==> src/rtl/lsu_pkg.sv <==
// Shared types and helpers for the 64-bit load/store unit.
package lsu_pkg;

   typedef enum logic [1:0] {SZ_B, SZ_H, SZ_W, SZ_D} lsu_size_t;
   typedef enum logic [1:0] {S_IDLE, S_RD_WAIT, S_WRITE, S_RESP} lsu_state_t;

   // Bit mask covering the bytes touched by an access of 'size' at byte offset 'off'
   function automatic logic [63:0] size_mask(lsu_size_t size, logic [2:0] off);
      logic [63:0] base;
      case (size)
         SZ_B:    base = 64'h0000_0000_0000_00FF;
         SZ_H:    base = 64'h0000_0000_0000_FFFF;
         SZ_W:    base = 64'h0000_0000_FFFF_FFFF;
         default: base = '1;
      endcase
      return base << {off, 3'b000};
   endfunction

   // Natural alignment check: offset must be a multiple of the access size
   function automatic logic is_misaligned(lsu_size_t size, logic [2:0] off);
      case (size)
         SZ_B:    return 1'b0;
         SZ_H:    return off[0];
         SZ_W:    return off[1:0] != 2'b00;
         default: return off != 3'b000;
      endcase
   endfunction

endpackage

==> src/rtl/lsu_mem64_if.sv <==
// Request/response and data-memory bus of the load/store unit.
interface lsu_mem64_if;
   logic        req_valid;
   logic        req_ready;
   logic        req_store;
   logic [1:0]  req_size;
   logic        req_unsigned;
   logic [63:0] req_addr;
   logic [63:0] req_wdata;
   logic        resp_valid;
   logic        resp_misaligned;
   logic [63:0] resp_rdata;
   logic [63:0] mem_addr;
   logic [63:0] mem_wdata;
   logic        mem_wr;
   logic [63:0] mem_rdata;

   // Datapath/memory side: issues requests and returns memory read data
   modport master (
      output req_valid, req_store, req_size, req_unsigned, req_addr, req_wdata, mem_rdata,
      input  req_ready, resp_valid, resp_misaligned, resp_rdata, mem_addr, mem_wdata, mem_wr
   );

   // LSU side
   modport slave (
      input  req_valid, req_store, req_size, req_unsigned, req_addr, req_wdata, mem_rdata,
      output req_ready, resp_valid, resp_misaligned, resp_rdata, mem_addr, mem_wdata, mem_wr
   );
endinterface

==> src/rtl/lsu_lane_extract.sv <==
// Selects the addressed lane of a memory doubleword and sign/zero extends it.
module lsu_lane_extract
   import lsu_pkg::*;
(
   input  logic [63:0] rdata,
   input  logic [2:0]  off,
   input  lsu_size_t   size,
   input  logic        is_unsigned,
   output logic [63:0] result
);

   logic [63:0] shifted;

   assign shifted = rdata >> {off, 3'b000};

   // Right-justify the field then replicate its MSB (or zero fill) up to bit 63
   always_comb begin
      result = shifted;
      case (size)
         SZ_B: result = is_unsigned ? {56'b0, shifted[7:0]}  : {{56{shifted[7]}},  shifted[7:0]};
         SZ_H: result = is_unsigned ? {48'b0, shifted[15:0]} : {{48{shifted[15]}}, shifted[15:0]};
         SZ_W: result = is_unsigned ? {32'b0, shifted[31:0]} : {{32{shifted[31]}}, shifted[31:0]};
         default: result = shifted;
      endcase
   end

endmodule

==> src/rtl/lsu_mem64.sv <==
// Load/store unit: sub-dword loads with extension, sub-dword stores via
// read-modify-write on a doubleword-only memory, misaligned access abort.
module lsu_mem64
   import lsu_pkg::*;
#(
   parameter int MEM_RD_LAT = 1
)(
   input  logic        clock,
   input  logic        reset,
   lsu_mem64_if.slave  bus
);

   lsu_state_t  state_q, state_d;
   logic [1:0]  cnt_q, cnt_d;
   logic        store_q, store_d;
   lsu_size_t   size_q, size_d;
   logic        uns_q, uns_d;
   logic [2:0]  off_q, off_d;
   logic [63:0] wdata_q, wdata_d;
   logic        mis_q, mis_d;
   logic [63:0] mem_addr_q, mem_addr_d;
   logic [63:0] mem_wdata_q, mem_wdata_d;
   logic [63:0] rdata_q, rdata_d;

   lsu_size_t   req_size;
   logic        req_mis;
   logic [63:0] lane_mask;
   logic [63:0] merged;
   logic [63:0] ext_data;

   assign req_size = lsu_size_t'(bus.req_size);
   assign req_mis  = is_misaligned(req_size, bus.req_addr[2:0]);

   // Store merge: target lanes from the shifted store data, the rest keep the read value
   assign lane_mask = size_mask(size_q, off_q);
   assign merged    = (bus.mem_rdata & ~lane_mask) | ((wdata_q << {off_q, 3'b000}) & lane_mask);

   lsu_lane_extract u_extract (
      .rdata       (bus.mem_rdata),
      .off         (off_q),
      .size        (size_q),
      .is_unsigned (uns_q),
      .result      (ext_data)
   );

   // Next-state, request latch and datapath register updates
   always_comb begin
      state_d     = state_q;
      cnt_d       = cnt_q;
      store_d     = store_q;
      size_d      = size_q;
      uns_d       = uns_q;
      off_d       = off_q;
      wdata_d     = wdata_q;
      mis_d       = mis_q;
      mem_addr_d  = mem_addr_q;
      mem_wdata_d = mem_wdata_q;
      rdata_d     = rdata_q;
      case (state_q)
         S_IDLE: begin
            if (bus.req_valid) begin
               store_d = bus.req_store;
               size_d  = req_size;
               uns_d   = bus.req_unsigned;
               off_d   = bus.req_addr[2:0];
               wdata_d = bus.req_wdata;
               mis_d   = req_mis;
               cnt_d   = 2'd0;
               if (req_mis) begin
                  // Abort without touching memory; address/data registers stay as they were
                  state_d = S_RESP;
               end else begin
                  mem_addr_d = {bus.req_addr[63:3], 3'b000};
                  if (!bus.req_store || req_size != SZ_D) begin
                     state_d = S_RD_WAIT;
                  end else begin
                     mem_wdata_d = bus.req_wdata;
                     state_d     = S_WRITE;
                  end
               end
            end
         end
         S_RD_WAIT: begin
            if (cnt_q == 2'(MEM_RD_LAT - 1)) begin
               if (store_q) begin
                  mem_wdata_d = merged;
                  state_d     = S_WRITE;
               end else begin
                  rdata_d = ext_data;
                  state_d = S_RESP;
               end
            end else begin
               cnt_d = cnt_q + 2'd1;
            end
         end
         S_WRITE: state_d = S_RESP;
         S_RESP:  state_d = S_IDLE;
         default: state_d = S_IDLE;
      endcase
   end

   // State and datapath registers; reset aborts any access in flight
   always_ff @(posedge clock or posedge reset) begin
      if (reset) begin
         state_q     <= S_IDLE;
         cnt_q       <= 2'd0;
         store_q     <= 1'b0;
         size_q      <= SZ_B;
         uns_q       <= 1'b0;
         off_q       <= 3'd0;
         wdata_q     <= '0;
         mis_q       <= 1'b0;
         mem_addr_q  <= '0;
         mem_wdata_q <= '0;
         rdata_q     <= '0;
      end else begin
         state_q     <= state_d;
         cnt_q       <= cnt_d;
         store_q     <= store_d;
         size_q      <= size_d;
         uns_q       <= uns_d;
         off_q       <= off_d;
         wdata_q     <= wdata_d;
         mis_q       <= mis_d;
         mem_addr_q  <= mem_addr_d;
         mem_wdata_q <= mem_wdata_d;
         rdata_q     <= rdata_d;
      end
   end

   assign bus.req_ready       = (state_q == S_IDLE);
   assign bus.resp_valid      = (state_q == S_RESP);
   assign bus.resp_misaligned = (state_q == S_RESP) && mis_q;
   assign bus.resp_rdata      = rdata_q;
   assign bus.mem_addr        = mem_addr_q;
   assign bus.mem_wdata       = mem_wdata_q;
   assign bus.mem_wr          = (state_q == S_WRITE);

endmodule

==> src/flat_wrapper.sv <==
// flat-port wrapper written by rule: the top's interface ports become plain ports
module lsu_mem64_flat import lsu_pkg::*;
#(
   parameter int MEM_RD_LAT = 1
)
  (clock, reset, bus_req_valid, bus_req_store, bus_req_size, bus_req_unsigned, bus_req_addr, bus_req_wdata, bus_mem_rdata, bus_req_ready, bus_resp_valid, bus_resp_misaligned, bus_resp_rdata, bus_mem_addr, bus_mem_wdata, bus_mem_wr);
  lsu_mem64_if bus_i ();
  input  logic clock;
  input  logic reset;
  input wire logic [$bits(bus_i.req_valid)-1:0] bus_req_valid;
  input wire logic [$bits(bus_i.req_store)-1:0] bus_req_store;
  input wire logic [$bits(bus_i.req_size)-1:0] bus_req_size;
  input wire logic [$bits(bus_i.req_unsigned)-1:0] bus_req_unsigned;
  input wire logic [$bits(bus_i.req_addr)-1:0] bus_req_addr;
  input wire logic [$bits(bus_i.req_wdata)-1:0] bus_req_wdata;
  input wire logic [$bits(bus_i.mem_rdata)-1:0] bus_mem_rdata;
  output wire logic [$bits(bus_i.req_ready)-1:0] bus_req_ready;
  output wire logic [$bits(bus_i.resp_valid)-1:0] bus_resp_valid;
  output wire logic [$bits(bus_i.resp_misaligned)-1:0] bus_resp_misaligned;
  output wire logic [$bits(bus_i.resp_rdata)-1:0] bus_resp_rdata;
  output wire logic [$bits(bus_i.mem_addr)-1:0] bus_mem_addr;
  output wire logic [$bits(bus_i.mem_wdata)-1:0] bus_mem_wdata;
  output wire logic [$bits(bus_i.mem_wr)-1:0] bus_mem_wr;
  assign bus_i.req_valid = bus_req_valid;
  assign bus_i.req_store = bus_req_store;
  assign bus_i.req_size = bus_req_size;
  assign bus_i.req_unsigned = bus_req_unsigned;
  assign bus_i.req_addr = bus_req_addr;
  assign bus_i.req_wdata = bus_req_wdata;
  assign bus_i.mem_rdata = bus_mem_rdata;
  assign bus_req_ready = bus_i.req_ready;
  assign bus_resp_valid = bus_i.resp_valid;
  assign bus_resp_misaligned = bus_i.resp_misaligned;
  assign bus_resp_rdata = bus_i.resp_rdata;
  assign bus_mem_addr = bus_i.mem_addr;
  assign bus_mem_wdata = bus_i.mem_wdata;
  assign bus_mem_wr = bus_i.mem_wr;
  lsu_mem64 #(.MEM_RD_LAT(MEM_RD_LAT)) u_core (.clock(clock), .reset(reset), .bus(bus_i));
endmodule
==> config.mk <==
export PLATFORM = sky130hd
export DESIGN_NAME = lsu_mem64_flat
export DESIGN_NICKNAME = d
export VERILOG_FILES = /design/src/rtl/lsu_pkg.sv /design/src/rtl/lsu_mem64_if.sv /design/src/rtl/lsu_lane_extract.sv /design/src/rtl/lsu_mem64.sv /design/src/flat_wrapper.sv
export SDC_FILE = /design/constraint.sdc
export NUM_CORES = 1
export LEC_CHECK = 0
export ABC_AREA = 1
export CORE_MARGIN = 2
export CORE_UTILIZATION = 35
export DETAILED_ROUTE_END_ITERATION = 7
export SETUP_SLACK_MARGIN = 0.05
export SKIP_LAST_GASP = 1
export SLEW_MARGIN = 20
export SYNTH_ARGS = -nofsm -noshare
export SYNTH_HDL_FRONTEND = slang
export SYNTH_HIERARCHICAL = 1
export SYNTH_SLANG_ARGS = --single-unit
==> constraint.sdc <==
create_clock -name clock -period 10.1 [get_ports clock]
set_input_delay 1.01 -clock clock [delete_from_list [all_inputs] [get_ports clock]]
set_output_delay 1.01 -clock clock [all_outputs]
set_load 0.02 [all_outputs]
==> metrics.txt <==
# TYPE chip_impl_metric gauge
chip_impl_info{name="cell_seen_most_often_among_critical_path_stages",value="buf_4"} 1
chip_impl_metric{name="grt_pass1_wl",unit="µm"} 99680
chip_impl_metric{name="post_cts.repair.setup_buffers",unit=""} 0
chip_impl_metric{name="detailedRoute.firstIterationViolations",unit=""} 1812
chip_impl_metric{name="postLayoutSetupSlackWorst",unit="ps"} 5694
chip_impl_metric{name="yosys.area.top_type_share",unit=""} 0.4228
chip_impl_metric{name="cts-root-to-sink-buffers",unit=""} 3
chip_impl_metric{name="critical-path-max-stage-delay",unit="ps"} 680
chip_impl_metric{name="placement.io_buffers",unit=""} 391
chip_impl_metric{name="timing.clock.skew",unit="ps"} 11.46
chip_impl_metric{name="cts_max_level",unit=""} 1
chip_impl_metric{name="placed_cells_incl_taps",unit=""} 3069
chip_impl_metric{name="synth-seq-cells",unit=""} 265
chip_impl_metric{name="first_global_vias",unit=""} 15661
chip_impl_metric{name="floorplan.die.width",unit="µm"} 215.7
chip_impl_metric{name="timing.final.hold_violations",unit=""} 0
chip_impl_info{name="worst_r2r_startpoint",value="u_core/state_q[1]$_DFFE_PP0P_"} 1
chip_impl_metric{name="num_vias",unit=""} 16404
chip_impl_metric{name="fin_setup_tns",unit="ps"} 0
chip_impl_metric{name="worst_pin_slew",unit="ps"} 1109
chip_impl_info{name="tritoncts",value="built"} 1
chip_impl_info{name="mostFrequentLayoutCell",value="nand2_1"} 1
chip_impl_metric{name="slew_headroom",unit=""} 0.2598
chip_impl_info{name="crit_path_cell_trace",value="inv_1 -> ha_2 -> buf_4 -> inv_2 -> o21ai_1 -> nor3_2 -> buf_4 -> nand2_2 -> buf_4 -> inv_2 -> buf_4 -> nand3_1 -> nand2_1"} 1
chip_impl_info{name="slowest_stage",value="inv_2"} 1
chip_impl_metric{name="antenna-diode-count",unit=""} 0
chip_impl_metric{name="post-route-drc-count",unit=""} 0
chip_impl_metric{name="shortest_period_the_worst_path_allows",unit="ps"} 4406
chip_impl_info{name="hold_path.class",value="reg2reg"} 1
chip_impl_metric{name="post_synth_num_cell_types",unit=""} 38
chip_impl_metric{name="design.die.area",unit="mm²"} 0.04652
chip_impl_metric{name="yosysWarningCount",unit=""} 6
chip_impl_metric{name="worst_vdd_ir",unit="mV"} 0.2035
chip_impl_metric{name="place.detailed.hpwl",unit="µm"} 49680
chip_impl_metric{name="via_per_inst",unit=""} 5.253
chip_impl_metric{name="gp_routability_congestion",unit=""} 0.9379
chip_impl_metric{name="final-instance-count-excl-fill",unit=""} 3123
chip_impl_metric{name="area_growth",unit="%"} 32.26
chip_impl_metric{name="grt_antenna_before_repair",unit=""} 2
chip_impl_metric{name="wirelength",unit="µm"} 66590
chip_impl_metric{name="static-leakage-power",unit="µW"} 0.01000
chip_impl_info{name="cts_root_buffer",value="clkbuf_16"} 1
chip_impl_metric{name="sequential_element_share_of_the_synthesized_area",unit=""} 0.4228
chip_impl_metric{name="dieHeight",unit="µm"} 215.7
chip_impl_info{name="worstSetupPathType",value="reg2reg"} 1
chip_impl_info{name="cp_capture_type",value="flop"} 1
chip_impl_metric{name="dr.pass1.iters",unit=""} 6
chip_impl_metric{name="dr_wl_cell",unit="µm"} 21.32
chip_impl_metric{name="period_utilisation_layout",unit=""} 0.4363
chip_impl_metric{name="synthesis.area_per_instance",unit="µm²"} 7.087
chip_impl_metric{name="final_net_count",unit=""} 2713
chip_impl_metric{name="timing.critical_path.fanout_max",unit=""} 76
chip_impl_metric{name="reg2reg_setup_slack",unit="ps"} 5690
chip_impl_metric{name="data_arrival_at_the_endpoint_of_the_critical_path",unit="ps"} 4870
chip_impl_info{name="rsz0062_at_grt",value="no"} 1
chip_impl_metric{name="ios",unit=""} 395
chip_impl_metric{name="placed_area",unit="mm²"} 0.01971
chip_impl_metric{name="worst_ep_required_time",unit="ps"} 10570
chip_impl_metric{name="largest_net_degree_at_the_start_of_global_routing",unit=""} 144
chip_impl_metric{name="antenna_violating_nets_post_route",unit=""} 0
chip_impl_metric{name="finalSetupViolCount",unit=""} 0
chip_impl_metric{name="cts-hold-fix-buffers",unit=""} 0
chip_impl_info{name="run_status",value="complete, no violations"} 1
chip_impl_metric{name="dp_worst_setup_slack",unit="ps"} 5380
chip_impl_info{name="layout_common_cells",value="nand2_1, clkdlybuf4s50_1, dfrtp_1"} 1
chip_impl_metric{name="max_freq",unit="MHz"} 226.9
chip_impl_metric{name="cp.buffers_inverters",unit=""} 7
chip_impl_info{name="yosys-top-cells-area",value="dfrtp_1, nand2_1, nand3_1"} 1
chip_impl_info{name="critical_path.reg2reg.endpoint",value="u_core/bus.mem_wdata[61]$_DFFE_PP0P_"} 1
chip_impl_metric{name="netlist_area_before_placement",unit="mm²"} 0.01568
chip_impl_metric{name="syn-instance-count",unit=""} 2213
chip_impl_metric{name="initial_utilization",unit=""} 0.3547
chip_impl_metric{name="clkTransAtPathRegs",unit="ps"} 60
chip_impl_metric{name="rows",unit=""} 77
chip_impl_metric{name="cts_sinks",unit=""} 265
chip_impl_metric{name="hold_path_depth",unit=""} 2
chip_impl_metric{name="r2r_cells",unit=""} 13
chip_impl_info{name="hold_path_startpoint",value="u_core/bus.mem_addr[21]$_DFFE_PP0P_"} 1
chip_impl_info{name="worst_hold_path.endpoint",value="u_core/bus.mem_addr[21]$_DFFE_PP0P_"} 1
chip_impl_metric{name="final_cell_area",unit="mm²"} 0.02074
chip_impl_metric{name="hold-worst-slack",unit="ps"} 478.9
chip_impl_info{name="yosysTopAreaCell",value="dfrtp_1"} 1
chip_impl_info{name="critical_path.top_delay_family",value="buffers and inverters"} 1
chip_impl_info{name="crit_path_launch_type",value="flop"} 1
chip_impl_metric{name="fill_cells",unit=""} 4463
chip_impl_metric{name="cts_buffers",unit=""} 29
chip_impl_metric{name="cap_viol_max_count",unit=""} 0
chip_impl_metric{name="clock_insertion_delay_worst_skew",unit="ps"} 580
chip_impl_metric{name="global_route_usage_sum",unit=""} 0.2807
chip_impl_metric{name="drv_slew",unit=""} 0
chip_impl_metric{name="post_cts_resized",unit=""} 0
chip_impl_metric{name="final_layout_size_suffix_gt1_frac",unit=""} 0.07349
chip_impl_metric{name="grt_remaining_overflow",unit=""} 0
chip_impl_metric{name="core_area",unit="mm²"} 0.04422
chip_impl_metric{name="pwr_density_cell",unit="mW/mm²"} 373.2
cells by family after synthesis:
kind of cell / synth area share
buf+inv: 0.08177
fa+ha+maj: 0.004786
other cells: 0.0002391
mux: 0.04595
compound gates: 0.09310
flops: 0.4228
simple gates: 0.3513
power by group:
part           total, µW  switching, µW  internal, µW
Clock               1140            463           679
Combinational       4580           2910          1670
Sequential          2020            447          1570
Total               7740           3820          3920
synth_stat cells (all sizes together):
library cell / count
nand2: 853
dfrtp: 265
nand3: 223
nor2: 208
o21ai: 162
inv: 132
buf: 87
a21oi: 67
mux2: 64
clkbuf: 57
o211ai: 36
nand4: 33
or2: 9
ha: 6
nor3: 3
o31ai: 3
and2: 1
clkinv: 1
conb: 1
nand3b: 1
o22ai: 1
worst min-delay path, stage by stage (launching register included):
cell and delay, ps:
dfrtp_1 340, nand2_1 50, nand2_1 60
worst max-delay path by stage:
stage | cells after the start | end | start
after floorplan | 1 | u_core/bus.mem_addr[10]$_DFFE_PP0P_ | reset
after global routing | 13 | u_core/bus.mem_wdata[16]$_DFFE_PP0P_ | u_core/state_q[1]$_DFFE_PP0P_
after global placement | 7 | u_core/bus.mem_addr[48]$_DFFE_PP0P_ | bus_req_valid
after CTS | 13 | u_core/bus.mem_wdata[59]$_DFFE_PP0P_ | u_core/state_q[1]$_DFFE_PP0P_
final | 13 | u_core/bus.mem_wdata[61]$_DFFE_PP0P_ | u_core/state_q[1]$_DFFE_PP0P_
after detailed placement | 7 | u_core/bus.mem_addr[12]$_DFFE_PP0P_ | bus_req_valid
state kept, by name, indices dropped and copies added, names as in the netlist, 2 cells and up:
register	cells
u_core/bus.mem_wdata	64
u_core/bus.resp_rdata	64
u_core/wdata_q	64
u_core/bus.mem_addr	61
u_core/off_q	3
u_core/cnt_q	2
u_core/size_q	2
u_core/state_q	2
routing by layer:
metal	vias up	part of all wire	track usage
met5	-	0.00035	0
met1	7766	0.43	0.4003
met4	4	0.029	0.08000
met2	828	0.44	0.4332
met3	100	0.093	0.05342
li1	7706	-	-
cell type report:
class	count	area (µm²)	share of cell area
Timing Repair Buffer	406	4026	0.1941
Sequential cell	265	6636	0.3199
Multi-Input combinational cell	1673	7795	0.3758
Inverter	133	521.8	0.02515
Clock buffer	42	834.6	0.04023
Clock inverter	12	188.9	0.009108
Tap cell	592	740.7	0.03571
per-stage QoR:
step | util | power [µW]
2_1_floorplan | - | 4808
3_3_place_gp | 0.4457 | 6510
3_5_place_dp | 0.4457 | 6554
4_1_cts | 0.4689 | 7738
5_1_grt | 0.4691 | 8288
6_report | 0.4691 | 7741
Note: power is estimated with default switching activity, not from simulation.
==> RTL edit 1: new RTL, same settings <==
`rdata_q` no longer has a reset.
--- a/src/rtl/lsu_mem64.sv
+++ b/src/rtl/lsu_mem64.sv
@@ -114,3 +114,2 @@
          mem_wdata_q <= '0;
-         rdata_q     <= '0;
       end else begin
@@ -126,4 +125,7 @@
          mem_wdata_q <= mem_wdata_d;
-         rdata_q     <= rdata_d;
       end
+   end
+
+   always_ff @(posedge clock) begin
+      rdata_q <= rdata_d;
    end
Function: not settled (the Yosys comparison gave no result); the edit may change what the design does.
==> RTL edit 1 against the unedited design <==
Routed wire length fell by 11%. Sequential cell count is the same. Critical path depth down 2. Clock skew is 4.2 ps lower. Area after synthesis is 3.6% lower. Setup slack improved by 980 ps. Design area fell by 2.4%. Power decreased by 5.4%. Critical path type unchanged. Critical endpoint is now u_core/bus.mem_wdata[11]. Largest power group unchanged. Highest routed layer is now met4.
==> RTL edit 1: results (changes against the unedited design) <==
Outcome
  – Outcome: finished, final reports clean

Logic synthesis
  – Mapped Cells: 1,909 (-14%)
  – Async S/R FF share, synth: 75.8% (-24 points)
  – Syn avg cell area: 7.92 um2 (+12%)
  – Top cells by area, synth: dfrtp_1, nand2_1, edfxtp_1
  – Register area share after synthesis: 46.0% (+3.7 points)
  – EDFF count, synth: 64 (+64)
  – Top cells by count, synth: nand2_1, dfrtp_1, nand3_1

Layout
  – Share of cells above drive strength 1: 9.61% (+2.3 points)
  – ClkCell Share: 5.05% (+0.11 points)
  – Sequential cell count: 265 (unchanged)
  – Non-clk invs: 115 (-14%)
  – Multi-input gate area: 0.00704 mm2 (-9.7%)
  – # clk buffers: 38 (-9.5%)
  – Signal buf overhead: 19.9% (+0.52 points)
  – Multi-input gate share of total cell area: 34.8% (-2.8 points)
  – Multi-input gates: 1,404 (-16%)
  – Filler cells: 4,248 (-4.8%)
  – Final net count: 2,428 (-11%)

Critical path
  – Critical Path Sink: u_core/bus.mem_wdata[11]
  – Max FO, Critical Path: 69 (-9.2%)
  – R2R setup slack: 6680 ps (+980 ps)
  – CP arrival: 3880 ps (-990 ps)
  – Depth of the worst register-to-register path: 11 (-2)

Global routing
  – First-pass GRT wire length: 88.5 mm (-11%)
  – Largest net degree at the start of global routing: 143 (-0.69%)
  – Total track usage: 26.0% (-2.0 points)
  – Initial antenna violation count: 1 (-1)
  – Vias in the first global route: 14,436 (-7.8%)

CTS
  – Post_cts resized: 0 (unchanged)
  – Post-CTS Repair Setup Buffers: 0 (unchanged)

Worst hold path
  – Type of the worst min-delay path: flip-flop to flip-flop

Drt
  – Drt first-iter violations: 1,538 (-15%)
  – Routed wire length: 59.1 mm (-11%)
  – Routed len/inst: 20.9 um (-2.1%)
  – DR vias: 14,689 (-10%)

Placement
  – Post-place setup slack: 6400 ps (+1020 ps)
  – Dpl cell area: 0.0192 mm2 (-2.5%)
  – Placed Instances: 2,776 (-9.5%)
  – GP Congestion: 0.945 (+0.73%)

Power
  – Leakage: 8.96 nW (-10%)

STA
  – Fmax: 0.292 GHz (+29%)
  – Worst-Margin Slew: 1100 ps (-10.0 ps)
  – Clk_skew: 7.23 ps (-4.23 ps)
  – Slew Viols, Final: 0 (unchanged)
==> RTL edit 1: critical path, cell delays in order (launching register included) <==
cell and delay, ps:
dfrtp_1 410, inv_1 140, ha_2 180, buf_4 580, inv_2 70, nor2_1 170
nor3_2 70, nand2_2 60, buf_4 560, inv_2 610, o211ai_1 310, nand2_1 90
==> RTL edit 1: per-layer routing <==
layer | vias up | GRT usage, % | routed length, um
met4 | 0 | 9.69 | 2350
met2 | 701 | 43.0 | 27800
li1 | 6962 | - | -
met5 | - | 0 | 0
met3 | 118 | 5.38 | 4770
met1 | 6908 | 33.7 | 24100
==> RTL edit 1: where the power goes <==
part           total (mW)  leakage, nW  internal (mW)  switching [mW]
clock                1.13        0.504          0.665           0.461
combinational        4.14         5.46           1.52            2.62
sequential           2.05         3.00           1.69           0.361
total                7.32         8.96           3.88            3.45
==> RTL edit 1: how the worst min path moves through the flow <==
stage | end | from | slack [ps] | cells after the start
CTS | u_core/bus.mem_wdata[15] | u_core/bus.mem_wdata[15] | 490 | 2
finish | u_core/bus.mem_wdata[60] | u_core/bus.mem_wdata[60] | 480 | 2
floorplan | u_core/wdata_q[56] | u_core/wdata_q[56] | 450 | 2
global placement | u_core/bus.mem_wdata[22] | u_core/bus.mem_wdata[22] | 460 | 2
detailed placement | u_core/bus.mem_wdata[30] | u_core/bus.mem_wdata[30] | 460 | 2
global route | u_core/bus.mem_wdata[8] | u_core/bus.mem_wdata[8] | 500 | 2
==> RTL edit 1: logic make-up (layout without fill, tap and decap cells) <==
logic type	Yosys count	after routing	synth area share [%]
mux	92	92	6.85
flops	265	265	46.0
compound gates	283	283	10.4
simple gates	1020	1020	28.6
fa+ha+maj	6	6	0.496
buf+inv	242	578	7.64
other cells	1	3	0.0248
==> RTL edit 2: new RTL, same settings <==
Made on the original files. Reset style: synchronous (`reset`), changed in one clocked block.
--- a/src/rtl/lsu_mem64.sv
+++ b/src/rtl/lsu_mem64.sv
@@ -102,3 +102,3 @@
    // State and datapath registers; reset aborts any access in flight
-   always_ff @(posedge clock or posedge reset) begin
+   always_ff @(posedge clock) begin
       if (reset) begin
Check against the original RTL: not equivalent (a bounded check fails within 4 cycles, from zero or initial values and one cycle with reset high; the reset may be asserted at any time).
==> RTL edit 2 against the unedited design <==
Sequential cell count stayed put. Routed wire length is 1.5% higher. Design area is 5.8% lower. Power is 30% lower. Area after synthesis is 6.4% lower. Sequential share of layout area is 4.8 points lower. Clock power is 4% lower. Setup slack better by 920 ps.
==> RTL edit 2: results (changes against the unedited design) <==
Outcome
  – Outcome: finished, final reports clean

Worst hold path
  – Type of the worst min-delay path: flip-flop to flip-flop

Global routing
  – First-pass GRT wire length: 101 mm (+1.2%)
  – Vias in the first global route: 16,551 (+5.7%)
  – Largest net degree at the start of global routing: 108 (-25%)
  – Total track usage: 30.0% (+1.9 points)
  – Initial antenna violation count: 4 (+2)

Drt
  – Number of remaining DRC errors: 0 (unchanged)
  – Wire length on met1: 29.1 mm (+0.38%)
  – Routed len/inst: 21.4 um (+0.45%)
  – Vias per cell: 5.45 (+3.8%)
  – WL met2: 29.2 mm (-0.91%)
  – DR WL met3: 6.27 mm (+1.1%)

Critical path
  – Depth of the worst register-to-register path: 11 (-2)
  – Crit-path slowest cell: buf_4
  – CP delay by family, top: simple AND/OR/NAND/NOR gates
  – Max FO, Critical Path: 86 (+13%)
  – Max stage delay on crit path: 760 ps (+80 ps)
  – CP arrival: 4020 ps (-850 ps)

Logic synthesis
  – Async S/R FF share, synth: 0% (-100 points)
  – Synth Area in Compound Gates: 20.5% (+11 points)
  – Register area share after synthesis: 36.1% (-6.2 points)
  – Top_reg_cell synth: dfxtp_1
  – Adder-cell share of the synthesized area: 0.511% (+0.033 points)
  – Top cells by count, synth: nand2_1, nor2_1, o21ai_0
  – Top cells by area, synth: dfxtp_1, nand2_1, o21ai_0
  – Mux contribution to synthesized area: 0% (-4.6 points)
  – Library cells used by synthesis: 39 (+2.6%)

Power
  – Leakage: 7.82 nW (-22%)
  – VDD IR max: 150 uV (-26%)

Placement
  – Detailed placement HPWL: 49.7 mm (about the same)
  – Dpl cell area: 0.0186 mm2 (-5.8%)
  – GP Congestion: 0.933 (-0.49%)

Layout
  – Final net count: 2,801 (+3.2%)
  – Share of cells above drive strength 1: 4.55% (-2.8 points)

STA
  – Clk_skew: 20.9 ps (+9.46 ps)
  – Slew Limit Headroom: 29.2% (+3.2 points)

CTS
  – Num CTS Buffers: 30 (+3.4%)
  – Worst-Skew Late Latency: 600 ps (+20 ps)
RTL edit 2: cell types whose count changed after synthesis, moves of 145 or more:
cell,before,now
dfxtp_1,0,265
a21oi_1,65,233
nor2_1,204,349
o21ai_0,141,290
nand2_1,833,573
dfrtp_1,265,0
RTL edit 2: path summary, 6_finish.rpt:
kind | from | endpoint | slack, ps
worst max-delay path | u_core/off_q[1] | u_core/bus.mem_wdata[49] | 6610
worst min-delay path | u_core/bus.resp_rdata[61] | u_core/bus.resp_rdata[61] | 460
worst max register to register | u_core/off_q[1] | u_core/bus.mem_wdata[49] | 6610
worst min register to register | u_core/bus.resp_rdata[61] | u_core/bus.resp_rdata[61] | 460
RTL edit 2: report_power, final:
| group | switching (mW) | internal, mW | total, mW |
|---|---|---|---|
| sequential | 0.206 | 1.31 | 1.52 |
| combinational | 1.88 | 0.930 | 2.81 |
| clock | 0.466 | 0.621 | 1.09 |
RTL edit 2: metrics by stage:
stage	std cells	setup WS, ps	hold slack (ps)	util (%)	power, mW
2_1_floorplan	2337	8030	440	-	3.27
3_3_place_gp	3103	6220	455	44.6	4.29
3_5_place_dp	3103	6180	454	44.6	4.31
4_1_cts	3154	6580	463	46.9	5.41
5_1_grt	3157	6260	471	46.9	5.77
6_report	3157	6610	460	46.9	5.42
RTL edit 2: metal layers:
metal / GRT usage [%] / up-vias
li1: - / 8238
met1: 39.9 / 8006
met4: 12.8 / 2
met2: 46.5 / 835
met3: 6.88 / 138
met5: 0 / -
RTL edit 2: final cells by class:
class	count	area (um2)
timing repair buffer	411	4060
multi-input combinational	1805	8210
inverter	83	322
antenna	3	7.51
sequential	265	5310
clock buffer	43	870
tap	539	674
clock inverter	8	96.3
fill	4385	22100
